--- config.mk ---
export PLATFORM = sky130hd
export DESIGN_NAME = cv32e40p_fault_monitor
export DESIGN_NICKNAME = d
export VERILOG_FILES = /design/src/rtl/cv32e40p_fault_monitor.sv
export SDC_FILE = /design/constraint.sdc
export NUM_CORES = 1
export LEC_CHECK = 0
export CAP_MARGIN = 25
export CORE_UTILIZATION = 32
export CTS_BUF_LIST = sky130_fd_sc_hd__clkbuf_8
export CTS_CLUSTER_DIAMETER = 100
export DETAILED_ROUTE_END_ITERATION = 12
export PLACE_DENSITY = 0.66
export SKIP_LAST_GASP = 1
export SLEW_MARGIN = 5
export SYNTH_ARGS = -nofsm -noshare
export SYNTH_HDL_FRONTEND = slang
export SYNTH_SLANG_ARGS = --single-unit
--- constraint.sdc ---
create_clock -name clk_i -period 6.5 [get_ports clk_i]
set_input_delay 0.975 -clock clk_i [delete_from_list [all_inputs] [get_ports clk_i]]
set_output_delay 0.975 -clock clk_i [all_outputs]
set_load 0.01 [all_outputs]
--- src/rtl/cv32e40p_fault_monitor.sv ---
// Fault monitor for the cv32e40p fault-tolerance outputs: TMR divider voting,
// saturating error counters, sticky fault logs and an alarm req/ack handshake.
module cv32e40p_fault_monitor #(
    parameter int unsigned CNT_W     = 16,
    parameter int unsigned THRESHOLD = 4,
    parameter int unsigned DIV_W     = 33
) (
    input  logic             clk_i,
    input  logic             rst_i,
    input  logic             enable_i,
    input  logic [DIV_W-1:0] div_in_0_i,
    input  logic [DIV_W-1:0] div_in_1_i,
    input  logic [DIV_W-1:0] div_in_2_i,
    input  logic [14:0]      mem_err_i,
    input  logic [2:0]       rf_err_i,
    input  logic             clear_i,
    input  logic             alarm_ack_i,
    output logic [DIV_W-1:0] voted_o,
    output logic             div_mismatch_o,
    output logic [2:0]       faulty_lane_o,
    output logic             div_uncorr_o,
    output logic [CNT_W-1:0] div_corr_cnt_o,
    output logic [CNT_W-1:0] mem_err_cnt_o,
    output logic [CNT_W-1:0] rf_err_cnt_o,
    output logic [14:0]      mem_err_sticky_o,
    output logic [2:0]       rf_err_sticky_o,
    output logic             alarm_req_o
);

    typedef enum logic [1:0] {
        IDLE  = 2'd0,
        ALARM = 2'd1,
        HOLD  = 2'd2
    } alarmState_e;

    localparam logic [CNT_W-1:0] CNT_MAX = {CNT_W{1'b1}};
    localparam logic [CNT_W-1:0] CNT_THR = CNT_W'(THRESHOLD);

    logic [DIV_W-1:0] s1Div0_q;
    logic [DIV_W-1:0] s1Div1_q;
    logic [DIV_W-1:0] s1Div2_q;
    logic [14:0]      s1MemErr_q;
    logic [2:0]       s1RfErr_q;

    logic [DIV_W-1:0] voted_d;
    logic [DIV_W-1:0] voted_q;
    logic [2:0]       laneDis_d;
    logic [2:0]       laneDis_q;
    logic             mismatch_d;
    logic             mismatch_q;
    logic             singleEvt_d;
    logic             singleEvt_q;
    logic             uncorrEvt_d;
    logic             uncorrEvt_q;
    logic [14:0]      s2MemErr_q;
    logic [2:0]       s2RfErr_q;

    logic [CNT_W-1:0] divCorrCnt_d;
    logic [CNT_W-1:0] divCorrCnt_q;
    logic [CNT_W-1:0] memErrCnt_d;
    logic [CNT_W-1:0] memErrCnt_q;
    logic [CNT_W-1:0] rfErrCnt_d;
    logic [CNT_W-1:0] rfErrCnt_q;
    logic [2:0]       faultyLane_d;
    logic [2:0]       faultyLane_q;
    logic             divUncorr_d;
    logic             divUncorr_q;
    logic [14:0]      memSticky_d;
    logic [14:0]      memSticky_q;
    logic [2:0]       rfSticky_d;
    logic [2:0]       rfSticky_q;

    logic             alarmCond;
    alarmState_e      state_d;
    alarmState_e      state_q;

    function automatic logic [CNT_W-1:0] satInc(input logic [CNT_W-1:0] v);
        return (v == CNT_MAX) ? v : v + CNT_W'(1);
    endfunction

    always_ff @(posedge clk_i) begin
        if (rst_i) begin
            s1Div0_q   <= '0;
            s1Div1_q   <= '0;
            s1Div2_q   <= '0;
            s1MemErr_q <= '0;
            s1RfErr_q  <= '0;
        end else begin
            s1Div0_q   <= div_in_0_i;
            s1Div1_q   <= div_in_1_i;
            s1Div2_q   <= div_in_2_i;
            s1MemErr_q <= mem_err_i;
            s1RfErr_q  <= rf_err_i;
        end
    end

    // Any two lanes agreeing on a bit decide it; a lane is faulty when its word differs from the vote.
    always_comb begin
        voted_d      = (s1Div0_q & s1Div1_q) | (s1Div0_q & s1Div2_q) | (s1Div1_q & s1Div2_q);
        laneDis_d[0] = (s1Div0_q != voted_d);
        laneDis_d[1] = (s1Div1_q != voted_d);
        laneDis_d[2] = (s1Div2_q != voted_d);
        mismatch_d   = |laneDis_d;
        singleEvt_d  = (laneDis_d == 3'b001) || (laneDis_d == 3'b010) || (laneDis_d == 3'b100);
        uncorrEvt_d  = (s1Div0_q != s1Div1_q) && (s1Div1_q != s1Div2_q) && (s1Div0_q != s1Div2_q);
    end

    always_ff @(posedge clk_i) begin
        if (rst_i) begin
            voted_q     <= '0;
            laneDis_q   <= '0;
            mismatch_q  <= 1'b0;
            singleEvt_q <= 1'b0;
            uncorrEvt_q <= 1'b0;
            s2MemErr_q  <= '0;
            s2RfErr_q   <= '0;
        end else begin
            voted_q     <= voted_d;
            laneDis_q   <= laneDis_d;
            mismatch_q  <= mismatch_d;
            singleEvt_q <= singleEvt_d;
            uncorrEvt_q <= uncorrEvt_d;
            s2MemErr_q  <= s1MemErr_q;
            s2RfErr_q   <= s1RfErr_q;
        end
    end

    // Clear wins over any event landing in the same cycle, so that event is simply lost.
    always_comb begin
        divCorrCnt_d = divCorrCnt_q;
        memErrCnt_d  = memErrCnt_q;
        rfErrCnt_d   = rfErrCnt_q;
        faultyLane_d = faultyLane_q;
        divUncorr_d  = divUncorr_q;
        memSticky_d  = memSticky_q;
        rfSticky_d   = rfSticky_q;
        if (clear_i) begin
            divCorrCnt_d = '0;
            memErrCnt_d  = '0;
            rfErrCnt_d   = '0;
            faultyLane_d = '0;
            divUncorr_d  = 1'b0;
            memSticky_d  = '0;
            rfSticky_d   = '0;
        end else if (enable_i) begin
            if (singleEvt_q) begin
                divCorrCnt_d = satInc(divCorrCnt_q);
                faultyLane_d = faultyLane_q | laneDis_q;
            end
            if (uncorrEvt_q) begin
                divUncorr_d  = 1'b1;
                faultyLane_d = 3'b111;
            end
            if (|s2MemErr_q) begin
                memErrCnt_d = satInc(memErrCnt_q);
                memSticky_d = memSticky_q | s2MemErr_q;
            end
            if (|s2RfErr_q) begin
                rfErrCnt_d = satInc(rfErrCnt_q);
                rfSticky_d = rfSticky_q | s2RfErr_q;
            end
        end
    end

    always_ff @(posedge clk_i) begin
        if (rst_i) begin
            divCorrCnt_q <= '0;
            memErrCnt_q  <= '0;
            rfErrCnt_q   <= '0;
            faultyLane_q <= '0;
            divUncorr_q  <= 1'b0;
            memSticky_q  <= '0;
            rfSticky_q   <= '0;
        end else begin
            divCorrCnt_q <= divCorrCnt_d;
            memErrCnt_q  <= memErrCnt_d;
            rfErrCnt_q   <= rfErrCnt_d;
            faultyLane_q <= faultyLane_d;
            divUncorr_q  <= divUncorr_d;
            memSticky_q  <= memSticky_d;
            rfSticky_q   <= rfSticky_d;
        end
    end

    assign alarmCond = divUncorr_q
                    || (divCorrCnt_q >= CNT_THR)
                    || (memErrCnt_q >= CNT_THR)
                    || (rfErrCnt_q >= CNT_THR)
                    || (|rfSticky_q);

    always_ff @(posedge clk_i) begin
        if (rst_i) begin
            state_q <= IDLE;
        end else begin
            state_q <= state_d;
        end
    end

    // HOLD is only left through clear, so one fault episode raises exactly one alarm.
    always_comb begin
        state_d = state_q;
        if (clear_i) begin
            state_d = IDLE;
        end else begin
            case (state_q)
                IDLE:    if (alarmCond) state_d = ALARM;
                ALARM:   if (alarm_ack_i) state_d = HOLD;
                HOLD:    state_d = HOLD;
                default: state_d = IDLE;
            endcase
        end
    end

    always_comb begin
        alarm_req_o = 1'b0;
        if (state_q == ALARM) begin
            alarm_req_o = 1'b1;
        end
    end

    assign voted_o          = voted_q;
    assign div_mismatch_o   = mismatch_q;
    assign faulty_lane_o    = faultyLane_q;
    assign div_uncorr_o     = divUncorr_q;
    assign div_corr_cnt_o   = divCorrCnt_q;
    assign mem_err_cnt_o    = memErrCnt_q;
    assign rf_err_cnt_o     = rfErrCnt_q;
    assign mem_err_sticky_o = memSticky_q;
    assign rf_err_sticky_o  = rfSticky_q;

endmodule

==> implementation parameters, run 1 <==
Parameter                              Value

Outcome
  Outcome    finished, final reports clean

Worst setup path
  Start-to-end type of the worst setup path    in2reg
  Critical-path top delay cell    sky130_fd_sc_hd__clkdlybuf4s50_1
  Cell count of the worst reg-to-reg path    9
  Peak fanout along the critical path    16
  CP cell instances    clkdlybuf4s50_1, inv_1, a41oi_1, nand2_2, nor3_2, nand4_1, xor2_1, nor2_1
  R2r startpoint    s1Div0_q[17]
  Highest cell delay on the worst timing path    0.89 ns
  Startpoint Class    primary input
  CP Data Required Time    6.88 ns
  Critical path capture point type    flip-flop
  Critical path capture point    mem_err_cnt_o[13]
  Launching instance or port of the critical path    enable_i
  Data arrival time at the worst-slack endpoint    3.62 ns
  Worst reg2reg path endpoint    singleEvt_q
  Reg2reg setup slack    3.90 ns

Yosys
  Mapped Nets    1256
  Cell accounting for the most synthesized area    sky130_fd_sc_hd__dfxtp_1
  Post-synth EDFFs    0
  Top flip-flop cell by instance count after synthesis    sky130_fd_sc_hd__dfxtp_1
  Average instance area after synthesis    10.3 µm²
  Most common library cells after synthesis    246 x sky130_fd_sc_hd__dfxtp_1, 137 x sky130_fd_sc_hd__nor2b_1, 124 x sky130_fd_sc_hd__nor2_1, 108 x sky130_fd_sc_hd__ha_1, 84 x sky130_fd_sc_hd__xnor2_1
  Seq cells post-synth    246
  Post-synthesis async set-or-reset flop share    0
  Proportion of netlist area held by the largest area contributor    0.467
  Synth warnings    0
  Dominant cell by count in the synthesized netlist    sky130_fd_sc_hd__dfxtp_1
  Largest cells by area after synthesis    sky130_fd_sc_hd__dfxtp_1 47%, sky130_fd_sc_hd__ha_1 13%, sky130_fd_sc_hd__nor2b_1 8.1%, sky130_fd_sc_hd__xnor2_1 7.0%, sky130_fd_sc_hd__xor2_1 4.9%
  Register area share after synthesis    0.467
  Cells after Synth    1026
  Syn Std Cell Area    10500 µm²
  Number of distinct library cells after synthesis    35

Clocking
  TritonCTS buffer count    41
  Insertion delay to the later sink of the worst-skew pair    0.55 ns
  Clock edge transition at the registers on the reported setup and hold paths    0.06 ns
  Post-CTS Hold Fix Bufs    0
  Number of H-tree levels    2
  Maximum buffer depth of the clock tree    3
  Cell at the root of the clock tree    sky130_fd_sc_hd__clkbuf_8
  Clock tree from TritonCTS    built
  Buffers inserted by post-CTS timing repair    0
  Post-CTS Resized    0
  Number of sinks handled by clock tree synthesis    246

Detailed routing
  Sum of routed wire length over all layers    27500 µm
  DRC    0
  Drt initial violations    281
  First-pass detailed-route iteration total    4
  Overall via count from detail_route    7825
  Routed wire length per instance    15.8 µm
  Antenna-violating nets left    0
  Detailed-route vias per instance    4.50

Timing
  Accumulated negative setup slack    0 ns
  Final-report setup violation count    0
  Share of the cycle needed by the critical path after routing    0.498
  Fin crit period    3.23 ns
  Post-route clock skew    0.0469 ns
  Final Hold Violating Endpoints    0
  Measured slew at the worst slew-check pin    0.975 ns
  RSZ-0062 raised after global routing    no
  Count of final max-slew check failures    0
  Worst hold-check slack    0.433 ns
  Maximum clock frequency    0.309 GHz
  Worst rel slew slack    0.350

Global route
  Number of antenna violations at the first check in global routing    0
  Overall fraction of global-route tracks in use    0.163
  Via count of the first global-routing pass    7749
  GR Overflow Total    0
  Global-route wire length before repair    42100 µm
  Largest net degree at the start of global routing    98

Floorplanning
  # IOs    227
  Floorplan die height    183 µm
  Initial cell density of the core    0.325
  Row count    66
  Total Die Area    33700 µm²
  Floorplan die width    183 µm
  Placeable Area    32500 µm²

Finish
  Area Overhead vs Synth    33.6%
  Inserted Diodes    0
  Fraction of layout instances using a drive strength above 1    0.0833
  Count of nets after finishing    1497
  Non-filler cells, final    1738
  Final-layout fill cell count    3158

Power and ir drop
  Leakage power total    5.61 nW
  Power density over the cells    238 nW/µm²
  Logic pwr share    0.117
  Part of the power in registers    0.482
  Switching power of the nets    0.847 mW
  Switching share of power    0.253
  VDD IR max    0.000125 V
  Clock network power share    0.402
  Cell-internal power    2.50 mW

Job
  Max-Cap Viols    0

Placed design
  GP Congestion    0.832
  Number of buffers inserted by port buffering    226
  Placed Cells incl. Taps    1666
  Placed wire-length estimate after detailed placement    21500 µm

Worst hold path
  Min-Delay Path Depth    1
  Worst min path class    reg2reg
## cell families after synthesis
logic type                 count (synthesis)  share of synthesized area
and+or+nand+nor                          451                      0.248
DFF                                      246                      0.467
xor gates and xnor gates                 143                      0.119
adders and majority gates                108                      0.128
buffers and inverters                     42                     0.0151
AOI/OAI and AO/OA                         32                     0.0185
muxes                                      4                    0.00380
## metal layers
metal | GRT usage | vias to the layer above | share of wire
met5 | 0 | - | 0
met4 | 0.0577 | 0 | 0.027
met3 | 0.0414 | 48 | 0.065
met2 | 0.268 | 241 | 0.46
met1 | 0.205 | 3566 | 0.45
li1 | - | 3970 | -
## registers in the layout (all words and copies together) (netlist names), 2 cells and up
signal,flops
s1Div0_q,33
s1Div1_q,33
s1Div2_q,33
voted_o,33
div_corr_cnt_o,16
mem_err_cnt_o,16
rf_err_cnt_o,16
mem_err_sticky_o,15
s1MemErr_q,15
s2MemErr_q,15
faulty_lane_o,3
laneDis_q,3
rf_err_sticky_o,3
s1RfErr_q,3
s2RfErr_q,3
state_q,2
## worst max-delay path, delay by kind of cell
family,cells,cell delay [ns]
buf+inv,2,1.15
simple gates,4,0.83
compound gates,1,0.51
xor+xnor,1,0.15
## worst min-delay path by stage
stage / start / endpoint
after floorplan: s1MemErr_q[0] / s2MemErr_q[0]
after global placement: s1RfErr_q[2] / s2RfErr_q[2]
after detailed placement: s1RfErr_q[2] / s2RfErr_q[2]
after CTS: s1MemErr_q[1] / s2MemErr_q[1]
after global routing: s1RfErr_q[2] / s2RfErr_q[2]
final: s1MemErr_q[1] / s2MemErr_q[1]
## placed cells by master, fill, tap and decap left out, types with 2 or more instances in the layout
cell and instances:
sky130_fd_sc_hd__a21oi_1 25, sky130_fd_sc_hd__and2_1 4, sky130_fd_sc_hd__and3_1 8, sky130_fd_sc_hd__and4_1 5, sky130_fd_sc_hd__buf_4 3, sky130_fd_sc_hd__clkbuf_8 49
sky130_fd_sc_hd__clkdlybuf4s50_1 225, sky130_fd_sc_hd__clkinv_2 7, sky130_fd_sc_hd__clkinvlp_4 3, sky130_fd_sc_hd__dfxtp_1 246, sky130_fd_sc_hd__ha_1 108, sky130_fd_sc_hd__inv_1 22
sky130_fd_sc_hd__mux2i_1 4, sky130_fd_sc_hd__nand2_1 17, sky130_fd_sc_hd__nand3_1 19, sky130_fd_sc_hd__nand4_1 30, sky130_fd_sc_hd__nor2_1 124, sky130_fd_sc_hd__nor2b_1 137
sky130_fd_sc_hd__nor3_1 8, sky130_fd_sc_hd__nor3_2 35, sky130_fd_sc_hd__nor3_4 2, sky130_fd_sc_hd__nor4_1 52, sky130_fd_sc_hd__or3_1 4, sky130_fd_sc_hd__xnor2_1 84
sky130_fd_sc_hd__xor2_1 59
## per-stage QoR
stage | instance area (µm²) | setup WS [ns] | utilization | total power, mW
2_1_floorplan | 10500 | 4.00 | - | 1.85
3_3_place_gp | 13300 | 2.81 | 0.408 | 2.03
3_5_place_dp | 13300 | 2.75 | 0.408 | 2.04
4_1_cts | 14100 | 3.29 | 0.434 | 3.39
5_1_grt | 14100 | 3.09 | 0.434 | 3.51
6_report | 14100 | 3.27 | 0.434 | 3.35
## layout make-up
| class | count | area [µm²] | share of cell area |
|---|---|---|---|
| multi-input cells | 738 | 5460 | 0.388 |
| flip-flops and latches | 246 | 4920 | 0.350 |
| repair buffers | 228 | 2270 | 0.162 |
| clock buffers | 49 | 674 | 0.0479 |
| well taps | 442 | 553 | 0.0393 |
| clock inverters | 23 | 150 | 0.0107 |
| inverters | 12 | 45.0 | 0.00320 |
## power by group through the flow
stage / clock, mW / combinational [mW] / sequential (mW)
finish: 1.35 / 0.390 / 1.61
floorplan: 0 / 0.210 / 1.64
detailed placement: 0 / 0.391 / 1.65
CTS: 1.39 / 0.394 / 1.61
global placement: 0 / 0.390 / 1.64
global route: 1.46 / 0.426 / 1.62
No activity file was read; power rests on OpenSTA's default activity.
==> inputs of run 2 (changes only) <==
==> constraint.sdc (replaced) <==
create_clock -name clk_i -period 3.1 [get_ports clk_i]
set_input_delay 0.465 -clock clk_i [delete_from_list [all_inputs] [get_ports clk_i]]
set_output_delay 0.465 -clock clk_i [all_outputs]
set_load 0.01 [all_outputs]
==> run 2 against run 1 <==
Compared with the run above: sequential share of layout area down 0.42 points; cell count up 0.46%; wire length grew 1.9%; combinational power is 110% higher; setup slack got worse by 2.7 ns; via count increased by 2.1%; clock skew down 0.036 ns; die area stayed put; critical path depth up 1; utilization up 0.53 points; first-iteration DRC count up 24%.
==> implementation parameters, run 2 (synthesized netlist as in run 1, its figures left out) <==
Parameter                              Value

Detailed routing
  Detailed-route vias per instance    4.58 (+1.7%)
  Overall via count from detail_route    7993 (+2.1%)
  M1 WL    12000 µm (-2.1%)
  DRC    0 (unchanged)
  First-pass detailed-route iteration total    4 (unchanged)
  Sum of routed wire length over all layers    28000 µm (+1.9%)
  Antenna-violating nets left    0 (unchanged)
  Drt initial violations    349 (+24%)
  Total length of routed met3 wires    2090 µm (+18%)
  Highest metal used    met4
  Routed wire length per instance    16.0 µm (+1.5%)
  Routed length on met2    12900 µm (+2.0%)

Worst setup path
  CP Data Required Time    3.52 ns (-3.36 ns)
  Worst reg2reg path endpoint    singleEvt_q
  Reg2reg setup slack    0.52 ns (-3.38 ns)
  Peak fanout along the critical path    4 (-12)
  Start-to-end type of the worst setup path    reg2reg
  Critical path capture point    singleEvt_q
  Cell count of the worst reg-to-reg path    9 (unchanged)
  Data arrival time at the worst-slack endpoint    3.00 ns (-0.62 ns)
  Launching instance or port of the critical path    s1Div0_q[11]
  Critical path capture point type    flip-flop
  R2r startpoint    s1Div0_q[11]
  Startpoint Class    flip-flop

Global route
  Overall fraction of global-route tracks in use    0.166 (+0.00330)
  Global-route wire length before repair    43100 µm (+2.4%)
  Via count of the first global-routing pass    8046 (+3.8%)
  GR Overflow Total    0 (unchanged)
  Largest net degree at the start of global routing    89 (-9.2%)
  Number of antenna violations at the first check in global routing    0 (unchanged)

Floorplanning
  Initial cell density of the core    0.325 (unchanged)
  Total Die Area    33700 µm² (unchanged)
  # IOs    227 (unchanged)
  Floorplan die width    183 µm (unchanged)
  Placeable Area    32500 µm² (unchanged)
  Floorplan die height    183 µm (unchanged)
  Row count    66 (unchanged)

Clocking
  Maximum buffer depth of the clock tree    3 (unchanged)
  Number of H-tree levels    2 (unchanged)
  Cell at the root of the clock tree    sky130_fd_sc_hd__clkbuf_8
  Buffers inserted by post-CTS timing repair    0 (unchanged)
  Clock edge transition at the registers on the reported setup and hold paths    0.06 ns (about the same)
  TritonCTS buffer count    43 (+4.9%)
  Post-CTS Hold Fix Bufs    0 (unchanged)
  Insertion delay to the later sink of the worst-skew pair    0.54 ns (about the same)
  Clock tree from TritonCTS    built
  Number of sinks handled by clock tree synthesis    246 (unchanged)
  Post-CTS Resized    0 (unchanged)

Timing
  Final Hold Violating Endpoints    0 (unchanged)
  Measured slew at the worst slew-check pin    0.686 ns (-0.288 ns)
  Fin crit period    2.58 ns
  Worst rel slew slack    0.538 (+0.188)
  Count of final max-slew check failures    0 (unchanged)
  Share of the cycle needed by the critical path after routing    0.832
  RSZ-0062 raised after global routing    no
  Final-report setup violation count    0 (unchanged)
  Accumulated negative setup slack    0 ns (unchanged)
  Maximum clock frequency    0.388 GHz
  Post-route clock skew    0.0107 ns (-0.0362 ns)
  Worst hold-check slack    0.356 ns (-0.0768 ns)

Finish
  Final-layout fill cell count    3115 (-1.4%)
  Non-filler cells, final    1746 (+0.46%)
  Fraction of layout instances using a drive strength above 1    0.0905 (+0.00716)
  Leading cell type in the layout, fill and taps excluded    sky130_fd_sc_hd__dfxtp_1
  Inserted Diodes    0 (unchanged)
  Commonest cells after routing, fill and taps aside    246 x sky130_fd_sc_hd__dfxtp_1, 225 x sky130_fd_sc_hd__clkdlybuf4s50_1, 137 x sky130_fd_sc_hd__nor2b_1
  Area Overhead vs Synth    35.2%
  Count of nets after finishing    1502 (+0.33%)

Job
  Max-Cap Viols    0 (unchanged)

Power and ir drop
  Leakage power total    5.70 nW (+1.5%)
  VDD IR max    0.000300 V (+140%)
  Post-layout total power    7.42 mW (+120%)
  Power density over the cells    521 nW/µm² (+120%)

Placed design
  Number of buffers inserted by port buffering    226 (unchanged)
  GP Congestion    0.856 (+2.9%)
  Placed wire-length estimate after detailed placement    22100 µm (+3.0%)
  Placed Cells incl. Taps    1669 (+0.18%)

Worst hold path
  Min-Delay Path Depth    2 (+1)
  Worst min path class    in2reg

Outcome
  Outcome    finished, final reports clean
## run 2: cell count changes in the layout (fill, tap and decap cells not counted), sizes merged
cell      before  now
clkinv         8    9
buf            3    6
clkinvlp       3    2
clkbuf        49   52
bufinv         1    4
inv           23   22
## run 2: worst max-delay path: stages, from the launching register on
cell and delay, ns:
sky130_fd_sc_hd__dfxtp_1 0.34, sky130_fd_sc_hd__ha_1 0.21, sky130_fd_sc_hd__nor3_2 0.38, sky130_fd_sc_hd__xor2_1 0.28
sky130_fd_sc_hd__nand4_1 0.16, sky130_fd_sc_hd__nor4_1 0.37, sky130_fd_sc_hd__nand4_1 0.23, sky130_fd_sc_hd__nor4_4 0.26
sky130_fd_sc_hd__nand3b_1 0.17, sky130_fd_sc_hd__a21oi_2 0.06
## run 2: report_power, final
part	switching, mW	total [mW]	internal [mW]
Clock	1.34	3.21	1.87
Combinational	0.394	0.831	0.437
Sequential	0.0992	3.38	3.29
Total	1.83	7.42	5.60
## run 2: through the flow
step	setup WS, ns	utilization	cell area (µm²)
global placement	0.597	0.410	13300
finish	0.521	0.439	14200
CTS	0.548	0.439	14200
floorplan	1.06	-	10500
detailed placement	0.555	0.410	13300
global route	0.427	0.439	14200
## run 2: how the worst min path moves through the flow
stage | startpoint | endpoint | slack [ns]
3_3_place_gp | s1MemErr_q[0] | s2MemErr_q[0] | 0.42
5_1_grt | rst_i | s2MemErr_q[5] | 0.36
3_5_place_dp | s1MemErr_q[6] | s2MemErr_q[6] | 0.42
6_report | rst_i | s2MemErr_q[0] | 0.36
2_1_floorplan | s1MemErr_q[0] | s2MemErr_q[0] | 0.41
4_1_cts | rst_i | s2MemErr_q[4] | 0.34
## run 2: cell type report
class / instances / area, µm² / area share
Clock buffer: 52 / 716 / 0.0502
Timing Repair Buffer: 231 / 2320 / 0.163
Inverter: 12 / 45.0 / 0.00316
Sequential cell: 246 / 4920 / 0.346
Multi-Input combinational cell: 738 / 5460 / 0.383
Clock inverter: 25 / 233 / 0.0163
Tap cell: 442 / 553 / 0.0388
## run 2: routing by layer
metal / vias up / track usage
met5: - / 0
met4: 0 / 0.0667
li1: 3983 / -
met2: 259 / 0.276
met1: 3684 / 0.206
met3: 67 / 0.0398
==> inputs of run 3 (changes only) <==
==> constraint.sdc (replaced) <==
create_clock -name clk_i -period 2.55 [get_ports clk_i]
set_input_delay 0.3825 -clock clk_i [delete_from_list [all_inputs] [get_ports clk_i]]
set_output_delay 0.3825 -clock clk_i [all_outputs]
set_load 0.01 [all_outputs]
==> run 3 against run 2 <==
Compared with the run above: cell count grew 1.1%; wire length grew 0.76%; non-clock buffer count grew 22; setup slack lost 0.35 ns; die area is the same; largest cell class unchanged; largest power group unchanged.
==> implementation parameters, run 3 (synthesized netlist as in run 1, its figures left out) <==
Parameter                              Value

Clocking
  Clock tree from TritonCTS    built
  Cell at the root of the clock tree    sky130_fd_sc_hd__clkbuf_8
  Number of H-tree levels    2 (unchanged)
  Insertion delay to the later sink of the worst-skew pair    0.55 ns (about the same)
  Maximum buffer depth of the clock tree    3 (unchanged)
  Clock edge transition at the registers on the reported setup and hold paths    0.06 ns (about the same)
  Number of sinks handled by clock tree synthesis    246 (unchanged)
  TritonCTS buffer count    42 (-2.3%)
  Post-CTS Hold Fix Bufs    0 (unchanged)

Power and ir drop
  VDD IR max    0.000354 V (+18%)
  Switching power of the nets    2.25 mW (+23%)
  Power density over the cells    622 nW/µm² (+19%)
  Leakage power total    5.81 nW (+1.8%)
  Clock network power share    0.424 (-0.008)
  Part of the power in registers    0.458 (+0.002)
  Logic pwr share    0.118 (+0.006)
  Switching share of power    0.250 (+0.00331)
  Cell-internal power    6.75 mW (+21%)
  Post-layout total power    9.00 mW (+21%)

Global route
  Overall fraction of global-route tracks in use    0.169 (+0.00260)
  Via count of the first global-routing pass    8082 (+0.45%)
  Global-route wire length before repair    43600 µm (+1.3%)
  Number of antenna violations at the first check in global routing    0 (unchanged)
  GR Overflow Total    0 (unchanged)
  Largest net degree at the start of global routing    74 (-17%)

Detailed routing
  Sum of routed wire length over all layers    28200 µm (+0.76%)
  Routed wire length per instance    16.0 µm (-0.38%)
  DRC    0 (unchanged)
  Overall via count from detail_route    7940 (-0.66%)
  Drt initial violations    370 (+6.0%)
  First-pass detailed-route iteration total    4 (unchanged)
  Detailed-route vias per instance    4.50 (-1.8%)
  Antenna-violating nets left    0 (unchanged)

Floorplanning
  Floorplan die width    183 µm (unchanged)
  Row count    66 (unchanged)
  Total Die Area    33700 µm² (unchanged)
  Floorplan die height    183 µm (unchanged)
  Placeable Area    32500 µm² (unchanged)
  # IOs    227 (unchanged)
  Initial cell density of the core    0.325 (unchanged)

Placed design
  Number of buffers inserted by port buffering    226 (unchanged)
  Placed wire-length estimate after detailed placement    22500 µm (+1.8%)
  GP Congestion    0.869 (+1.5%)
  Placed Area    13500 µm² (+1.3%)

Timing
  Final-report setup violation count    0 (unchanged)
  Post-route clock skew    0.0181 ns (+0.00737 ns)
  Measured slew at the worst slew-check pin    0.656 ns (-0.0307 ns)
  Final Hold Violating Endpoints    0 (unchanged)
  Maximum clock frequency    0.421 GHz (+8.5%)
  Worst rel slew slack    0.559 (+0.0207)
  Count of final max-slew check failures    0 (unchanged)
  RSZ-0062 raised after global routing    no
  Share of the cycle needed by the critical path after routing    0.932 (+0.101)
  Fin crit period    2.38 ns (-0.201 ns)
  Accumulated negative setup slack    0 ns (unchanged)
  Worst hold-check slack    0.271 ns (-0.0849 ns)

Worst setup path
  CP Data Required Time    3.02 ns (-0.50 ns)
  Start-to-end type of the worst setup path    reg2reg
  Data arrival time at the worst-slack endpoint    2.85 ns (-0.15 ns)
  Peak fanout along the critical path    4 (unchanged)
  CP Buf/Inv Count    1 (+1)
  Critical path capture point type    flip-flop
  R2r startpoint    s1Div0_q[19]
  Largest delay share family, worst path    simple AND/OR/NAND/NOR gates
  Reg2reg setup slack    0.17 ns (-0.35 ns)
  Highest cell delay on the worst timing path    0.37 ns (about the same)
  Startpoint Class    flip-flop
  CP cell instances    ha_1, nor3_2, buf_4, xnor2_1, nor4_1, nand4_1, nor3_4, xor2_1, nand2_1, a21oi_2
  Cell count of the worst reg-to-reg path    10 (+1)
  Worst reg2reg path endpoint    singleEvt_q
  Critical-path top delay cell    sky130_fd_sc_hd__nor4_1

Worst hold path
  Source of the worst hold timing path    rst_i
  Hold endpoint    s2MemErr_q[1]
  Worst min path class    in2reg
  Min-Delay Path Depth    2 (unchanged)

Finish
  Area Overhead vs Synth    37.1%
  Count of nets after finishing    1523 (+1.4%)
  Inserted Diodes    0 (unchanged)
  Utilization of the core after routing    0.445 (+0.00621)
  Fraction of layout instances using a drive strength above 1    0.107 (+0.0168)
  Leading cell type in the layout, fill and taps excluded    sky130_fd_sc_hd__dfxtp_1
  Commonest cells after routing, fill and taps aside    246 x sky130_fd_sc_hd__dfxtp_1, 225 x sky130_fd_sc_hd__clkdlybuf4s50_1, 137 x sky130_fd_sc_hd__nor2b_1
  Layout Cell Area excl Fill    14500 µm² (+1.4%)

Outcome
  Outcome    finished, final reports clean

Job
  Max-Cap Viols    0 (unchanged)
run 3: through the flow:
stage / worst slack, ns / instances
final: 0.172 / 1766
after global routing: 0.0130 / 1766
after CTS: 0.0594 / 1766
after detailed placement: 0.0771 / 1691
after global placement: 0.194 / 1691
after floorplan: 0.512 / 1026
run 3: how the worst max path moves through the flow:
stage	start	to	slack (ns)	depth (start not counted)
after floorplan	s1Div0_q[8]	singleEvt_q	0.51	9
after global placement	s1Div0_q[6]	singleEvt_q	0.19	9
after detailed placement	s1Div0_q[20]	singleEvt_q	0.08	9
after CTS	s1Div0_q[20]	singleEvt_q	0.06	9
after global routing	s1Div0_q[17]	singleEvt_q	0.01	9
final	s1Div0_q[19]	singleEvt_q	0.17	10
run 3: power by group through the flow:
stage	Combinational (mW)	Clock [mW]	Sequential, mW
floorplan	0.534	0	4.18
global placement	1.05	0	4.19
detailed placement	1.06	0	4.20
CTS	1.06	3.93	4.12
global route	1.17	4.12	4.13
finish	1.06	3.81	4.12
run 3: final cells by class:
cell class                 instances  area (µm²)
tap                              442         553
timing repair buffer             253        2500
clock inverter                    19         158
clock buffer                      56         771
multi-input combinational        738        5500
sequential                       246        4920
inverter                          12        45.0
fill                            3087       18000
run 3: worst reg2reg max path, cell delays in order, from the launching register on:
cell and delay [ns]:
sky130_fd_sc_hd__dfxtp_1 0.34, sky130_fd_sc_hd__ha_1 0.22, sky130_fd_sc_hd__nor3_2 0.23, sky130_fd_sc_hd__buf_4 0.17
sky130_fd_sc_hd__xnor2_1 0.08, sky130_fd_sc_hd__nor4_1 0.37, sky130_fd_sc_hd__nand4_1 0.22, sky130_fd_sc_hd__nor3_4 0.30
sky130_fd_sc_hd__xor2_1 0.18, sky130_fd_sc_hd__nand2_1 0.09, sky130_fd_sc_hd__a21oi_2 0.13
run 3: metal layers:
layer  track usage  vias to the layer above  part of all wire  wire length, µm
met5             0                        -                 0                0
met4        0.0587                        0             0.030              840
met3        0.0386                       55             0.070             1970
met2         0.283                      253              0.46            13100
met1         0.211                     3599              0.44            12300
li1              -                     4033                 -                -
run 3: timing repair:
action / 4_1_cts / 5_1_grt
resized for setup: 0 / 7
buffers inserted: 0 / 0
endpoints found under the setup margin: 0 / 1
